$ cat src/rtl/bitwise_logic_seq.sv
// -----------------------------------------------------------------------------
// bitwise_logic_seq
//
// Purpose: Applies one of eight bitwise operations to two WIDTH-bit operands.
// The work is split into SLICE-bit slices, and one slice is processed per clock,
// starting with the LSB slice. Wide operands can therefore share narrow gate
// logic. The block has a valid/ready handshake on the operand side and on the
// result side. It also reports zero and parity flags for the full result.
//
// Parameters:
//   WIDTH  operand/result width (>= 1)
//   SLICE  bits processed per cycle; must divide WIDTH exactly
//
// Ports:
//   clk        in   rising-edge clock
//   rst_n      in   asynchronous active-low reset
//   in_valid   in   operands and op presented
//   in_ready   out  block can accept (IDLE only)
//   op         in   operation select:
//                     000 AND, 001 OR, 010 XOR, 011 XNOR,
//                     100 NAND, 101 NOR, 110 NOT a, 111 PASS a
//   a, b       in   operands
//   out_valid  out  result and flags valid (DONE)
//   out_ready  in   consumer accepts result
//   result     out  computed result
//   zero       out  result == 0
//   parity     out  XOR-reduction of result
//   busy       out  slices being computed
// -----------------------------------------------------------------------------
module bitwise_logic_seq #(
  parameter int WIDTH = 8,
  parameter int SLICE = 2
) (
  input  logic             clk,
  input  logic             rst_n,
  input  logic             in_valid,
  output logic             in_ready,
  input  logic [2:0]       op,
  input  logic [WIDTH-1:0] a,
  input  logic [WIDTH-1:0] b,
  output logic             out_valid,
  input  logic             out_ready,
  output logic [WIDTH-1:0] result,
  output logic             zero,
  output logic             parity,
  output logic             busy
);

  localparam int NSLICE = WIDTH / SLICE;
  // Keep the counter at least one bit wide, so that the SLICE == WIDTH case
  // is still legal.
  localparam int CNT_W  = (NSLICE > 1) ? $clog2(NSLICE) : 1;

  generate
    if (WIDTH < 1 || SLICE < 1 || (WIDTH % SLICE) != 0) begin : g_bad_params
      $error("bitwise_logic_seq: SLICE must be >= 1 and divide WIDTH exactly");
    end
  endgenerate

  typedef enum logic [1:0] {
    ST_IDLE = 2'd0,
    ST_BUSY = 2'd1,
    ST_DONE = 2'd2
  } state_t;

  state_t             state_q, state_d;
  logic [WIDTH-1:0]   a_q, a_d;
  logic [WIDTH-1:0]   b_q, b_d;
  logic [2:0]         op_q, op_d;
  logic [WIDTH-1:0]   result_q, result_d;
  logic [CNT_W-1:0]   cnt_q, cnt_d;
  logic               zero_q, zero_d;
  logic               parity_q, parity_d;

  // This is the result register after the current slice has been merged in.
  // The flags on entry to DONE are computed from it. They therefore include
  // the slice that is written on that same edge.
  logic [WIDTH-1:0]   merged_result;
  logic               last_slice;

  function automatic logic [SLICE-1:0] op_fn(input logic [2:0]       f,
                                             input logic [SLICE-1:0] x,
                                             input logic [SLICE-1:0] y);
    logic [SLICE-1:0] r;
    r = '0;
    case (f)
      3'b000:  r = x & y;
      3'b001:  r = x | y;
      3'b010:  r = x ^ y;
      3'b011:  r = ~(x ^ y);
      3'b100:  r = ~(x & y);
      3'b101:  r = ~(x | y);
      3'b110:  r = ~x;
      default: r = x;
    endcase
    return r;
  endfunction

  // Only the slice selected by the counter changes. Every other slice keeps
  // its current contents.
  genvar gi;
  generate
    for (gi = 0; gi < NSLICE; gi++) begin : g_slice
      assign merged_result[gi*SLICE +: SLICE] =
        (cnt_q == CNT_W'(gi)) ? op_fn(op_q, a_q[gi*SLICE +: SLICE], b_q[gi*SLICE +: SLICE])
                              : result_q[gi*SLICE +: SLICE];
    end
  endgenerate

  assign last_slice = (cnt_q == CNT_W'(NSLICE - 1));

  always_comb begin
    state_d  = state_q;
    a_d      = a_q;
    b_d      = b_q;
    op_d     = op_q;
    result_d = result_q;
    cnt_d    = cnt_q;
    zero_d   = zero_q;
    parity_d = parity_q;
    case (state_q)
      ST_IDLE: begin
        if (in_valid) begin
          a_d      = a;
          b_d      = b;
          op_d     = op;
          result_d = '0;
          cnt_d    = '0;
          state_d  = ST_BUSY;
        end
      end
      ST_BUSY: begin
        result_d = merged_result;
        if (last_slice) begin
          zero_d   = ~|merged_result;
          parity_d = ^merged_result;
          cnt_d    = '0;
          state_d  = ST_DONE;
        end else begin
          cnt_d = cnt_q + CNT_W'(1);
        end
      end
      ST_DONE: begin
        if (out_ready) state_d = ST_IDLE;
      end
      default: state_d = ST_IDLE;
    endcase
  end

  always_ff @(posedge clk or negedge rst_n) begin
    if (!rst_n) begin
      state_q  <= ST_IDLE;
      a_q      <= '0;
      b_q      <= '0;
      op_q     <= '0;
      result_q <= '0;
      cnt_q    <= '0;
      zero_q   <= 1'b0;
      parity_q <= 1'b0;
    end else begin
      state_q  <= state_d;
      a_q      <= a_d;
      b_q      <= b_d;
      op_q     <= op_d;
      result_q <= result_d;
      cnt_q    <= cnt_d;
      zero_q   <= zero_d;
      parity_q <= parity_d;
    end
  end

  assign in_ready  = (state_q == ST_IDLE);
  assign busy      = (state_q == ST_BUSY);
  assign out_valid = (state_q == ST_DONE);
  assign result    = result_q;
  assign zero      = zero_q;
  assign parity    = parity_q;

endmodule

$ cat config.mk
export PLATFORM = sky130hd
export DESIGN_NAME = bitwise_logic_seq
export DESIGN_NICKNAME = d
export VERILOG_FILES = /design/src/rtl/bitwise_logic_seq.sv
export SDC_FILE = /design/constraint.sdc
export NUM_CORES = 1
export LEC_CHECK = 0
export ABC_AREA = 0
export BUFFER_PORTS_ARGS = -buffer_cell sky130_fd_sc_hd__buf_4
export CORE_MARGIN = 5
export CORE_UTILIZATION = 48
export CTS_BUF_LIST = sky130_fd_sc_hd__clkbuf_4 sky130_fd_sc_hd__clkbuf_8
export CTS_CLUSTER_DIAMETER = 50
export DETAILED_ROUTE_END_ITERATION = 8
export PLACE_DENSITY = 0.8
export SYNTH_ARGS = -nofsm -noshare
export SYNTH_HDL_FRONTEND = slang
export SYNTH_SLANG_ARGS = --single-unit
$ cat constraint.sdc
create_clock -name clk -period 3.8 [get_ports clk]
set_clock_uncertainty 0.05 [all_clocks]
set_input_delay 0.76 -clock clk [delete_from_list [all_inputs] [get_ports clk]]
set_output_delay 0.76 -clock clk [all_outputs]
set_load 0.02 [all_outputs]
==> summary by stage <==
GRT
The number of antenna violations at the first check in global routing came to 0. Global routing finished with a remaining overflow of 0. The number of global-route vias before repair is 1,795. Entering global routing, the biggest net connects 34 pins. The first-pass GRT wire length is 8107 um. Across every metal layer, demand over resource in global routing totals 16.40%.

Critical path
The critical path's largest stage delay is 990 ps. The cell repeated most along the worst path is sky130_fd_sc_hd__xnor2_1. At the worst endpoint, the required time is 3910 ps. The number of buffer and inverter stages on the critical path is 0. The critical path data arrival time is 2930 ps. The source of the worst register-to-register timing path is op_q[1]. The largest driver fanout on the critical path is 30.

The endpoint identified for the worst register-to-register timing path is parity. The slowest stage of the critical path is the sky130_fd_sc_hd__dfrtp_1 cell. The critical path goes through nand3b_1 > o22ai_1 > a211oi_1 > mux2i_1 > ha_1 > xnor2_1 > xnor2_1 > o21ai_0.

Measured in cells, the most critical reg-to-reg path has a length of 8. STA classifies the critical path startpoint as a register. The worst setup path is captured at a register.

The start-to-end type of the worst setup path is register to register. Among cell families on the critical path, the largest total delay comes from flip-flops. The worst-case register-to-register setup slack is 980 ps.

Power and ir drop
The power density over cell area is 957.5 nW/um^2. The worst-case IR drop observed on VDD is 0.0005238 V. The leakage power figure is 0.001268 uW.

Timing
The transition time at the pin with the least slew margin is 977.3 ps. Setup slack on the critical path of the routed design comes to 976.7 ps. The final setup violation count is 0. The count of pins over their slew limit is 0. The total count of hold-check failures in the final report is 0. The setup TNS after final layout is 0 ps. Derived from the worst setup path, the maximum achievable clock frequency is 0.3542 GHz. In this run the tightest slew margin relative to its limit is 34.85%. In the finished design, the share of the clock period the worst path needs comes to 74.30%.

Setup repair after global routing left no endpoint under its margin. Counting I/O delays and the setup requirement, the final critical path takes 2823 ps.

Status
The run finished with clean final reports.

Yosys
The count of synthesis-stage warnings from yosys is 0. The number of distinct library cell variants in the gate-level netlist after synthesis is 43. In the synthesized netlist, the number of instances is 251. Synthesis produced a netlist with a net count of 298. After synthesis the cells add up to 2318 sq um.

The mean instance size in the synthesized netlist is 9.237 sq um. Of the synthesized area, sequential elements account for 35.62%. The number of flip-flops and latches in the synthesized netlist is 33.

Routing
The number of optimization iterations in the first detailed-route pass is 5. After detailed routing, the number of remaining DRC violations is 0. The remaining antenna violation count after routing is 0.

The routed wire length is 4895 um. The total via count in the routed design is 1,874. The number of DRC violations after detailed-routing iteration 0 is 106. The detailed-route wire length per cell is 14.61 um. The vias per cell is 5.594.

Final layout
In the final layout, the share of cells above drive strength 1 is 18.51%. After the last flow step, the layout net total stands at 327. Counting the fill cells in the layout gives 441.

The number of antenna diodes in the final layout is 0. The library cell used most frequently in the layout, excluding fill and tap cells, is sky130_fd_sc_hd__buf_4. In the layout the commonest cells are sky130_fd_sc_hd__buf_4 (36), sky130_fd_sc_hd__dfrtp_1 (33), sky130_fd_sc_hd__nand2_1 (30). The finished cells cover 2659 sq um. In the final layout, the multi-input gates occupy 1334 sq um. The sequential cells in the finished layout cover a total of 825.8 sq um. The area growth from synthesis to layout is 14.68%.

Clock tree
The quantity of hold-fixing buffers added after cts is 0. Once the clock tree was built, the resizer swapped 0 gates to a different size. Clock tree synthesis selected as its root buffer the cell sky130_fd_sc_hd__clkbuf_8. The largest buffer count on any clock path is 2.

The clock buffer count from CTS is 5. The number of setup buffers added after CTS is 0. The clock tree from TritonCTS is yes. After clock tree synthesis, the clock-pin slew on the worst setup and hold paths is 70 ps. The later-pin clock latency in the skew report is 280 ps. In this run the number of H-tree levels came out at 2. Counting every sink on the clock net gives 33.

Place
During placement, the flow inserted port buffers numbering 35. The cell area reported after detailed placement is 2572 sq um. The wire-length estimate of the detail-placed layout is 3589 um. Before CTS, the worst setup slack after placement is 995.7 ps. The congestion estimate from routability-driven global placement came to 0.8132.

Die
The core region is 4692 sq um. For this configuration, the core starts out at a cell density of 49.41%. In this run the core area contains 25 standard-cell rows. The vertical die dimension is 79.50 um. In this run the count of I/O pins placed on the die edge is 36.

Measured along the x axis, the die boundary spans 79.50 um. The floorplan step defined a die boundary enclosing 6320 sq um.

Hold path
The path type of the worst min-delay path is input pin to asynchronous set/reset pin.

Run
The reported max-cap violation count is 0.
how the worst max path moves through the flow:
stage | startpoint | to | slack [ps] | depth (start not counted)
2_1_floorplan | a_q[6] | parity | 1650 | 10
3_5_place_dp | op_q[1] | parity | 1000 | 8
4_1_cts | op_q[1] | parity | 980 | 8
3_3_place_gp | op_q[1] | parity | 1080 | 8
6_report | op_q[1] | parity | 980 | 8
5_1_grt | op_q[0] | parity | 780 | 8
worst reg2reg max path: stages (launching register included):
cell	delay [ps]
sky130_fd_sc_hd__dfrtp_1	990
sky130_fd_sc_hd__nand3b_1	310
sky130_fd_sc_hd__o22ai_1	120
sky130_fd_sc_hd__a211oi_1	370
sky130_fd_sc_hd__mux2i_1	140
sky130_fd_sc_hd__ha_1	320
sky130_fd_sc_hd__xnor2_1	190
sky130_fd_sc_hd__xnor2_1	130
sky130_fd_sc_hd__o21ai_0	80
synth_stat cells (all sizes together):
| cell type | instances | area (sq um) |
|---|---|---|
| a211o | 1 | 8.760 |
| a211oi | 3 | 22.52 |
| a21o | 4 | 30.03 |
| a21oi | 5 | 25.02 |
| a22o | 2 | 17.52 |
| a31oi | 1 | 6.260 |
| a32o | 6 | 61.31 |
| a32oi | 1 | 8.760 |
| and2 | 3 | 18.77 |
| and3 | 2 | 12.51 |
| buf | 10 | 68.81 |
| clkbuf | 4 | 15.01 |
| dfrtp | 33 | 825.8 |
| ha | 24 | 300.3 |
| inv | 20 | 75.07 |
| mux2 | 6 | 67.56 |
| mux2i | 13 | 130.1 |
| nand2 | 30 | 112.6 |
| nand2b | 5 | 31.28 |
| nand3 | 2 | 10.01 |
| nand3b | 3 | 22.52 |
| nand4 | 2 | 12.51 |
| nor2 | 8 | 30.03 |
| nor2b | 6 | 37.54 |
| nor3b | 2 | 15.01 |
| o211ai | 1 | 7.510 |
| o21ai | 27 | 135.1 |
| o21bai | 2 | 15.01 |
| o221ai | 1 | 8.760 |
| o22ai | 5 | 31.28 |
| o31ai | 2 | 15.01 |
| o32a | 2 | 20.02 |
| or2 | 2 | 12.52 |
| or2b | 1 | 7.510 |
| or3 | 2 | 12.51 |
| xnor2 | 8 | 70.07 |
| xor2 | 2 | 17.52 |
cell type report:
| cell class | instances | area share [%] |
|---|---|---|
| multi-input cells | 184 | 50.16 |
| clock buffers | 6 | 2.871 |
| repair buffers | 36 | 10.16 |
| clock inverters | 2 | 0.3765 |
| flip-flops and latches | 33 | 31.06 |
| well taps | 54 | 2.541 |
| inverters | 20 | 2.824 |
report_power, final:
group	internal, uW	switching [uW]	leakage [uW]	total (uW)
Sequential	506	246	0.000414	752
Clock	134	129	0.0000484	263
Combinational	759	772	0.000806	1530
layer usage:
layer	part of all wire [%]	track usage, %	vias up
met5	0	0	-
met4	0.47	6.014	0
li1	-	-	931
met3	6.1	4.402	2
met2	50	27.46	52
met1	43	20.10	889
through the flow:
| stage | std cells | hold slack [ps] | total power [uW] | utilization [%] |
|---|---|---|---|---|
| finish | 335 | 363.5 | 2546 | 56.67 |
| CTS | 335 | 373.6 | 2561 | 56.67 |
| detailed placement | 327 | 422.0 | 2278 | 54.83 |
| global placement | 327 | 420.9 | 2219 | 54.83 |
| floorplan | 251 | 414.4 | 1946 | - |
| global route | 335 | 382.5 | 2785 | 56.67 |
cells by family (layout without fill, tap and decap cells):
logic type / Yosys count / after routing / share of synthesized area (%)
adder cells (fa/ha/maj): 24 / 24 / 12.95
flip-flops: 33 / 33 / 35.62
buffers and inverters: 34 / 64 / 6.853
XOR/XNOR: 10 / 10 / 3.778
AND/OR/NAND/NOR: 68 / 68 / 14.46
AO/OA/AOI/OAI: 63 / 63 / 17.81
multiplexers: 19 / 19 / 8.526
registers in the layout (all words and copies together) (netlist names):
| signal | flops |
|---|---|
| op_q | 3 |
| b_q | 8 |
| a_q | 8 |
| zero | 1 |
| result | 8 |
| cnt_q | 2 |
| state_q | 2 |
| parity | 1 |
Note: power is estimated with default switching activity, not from simulation.
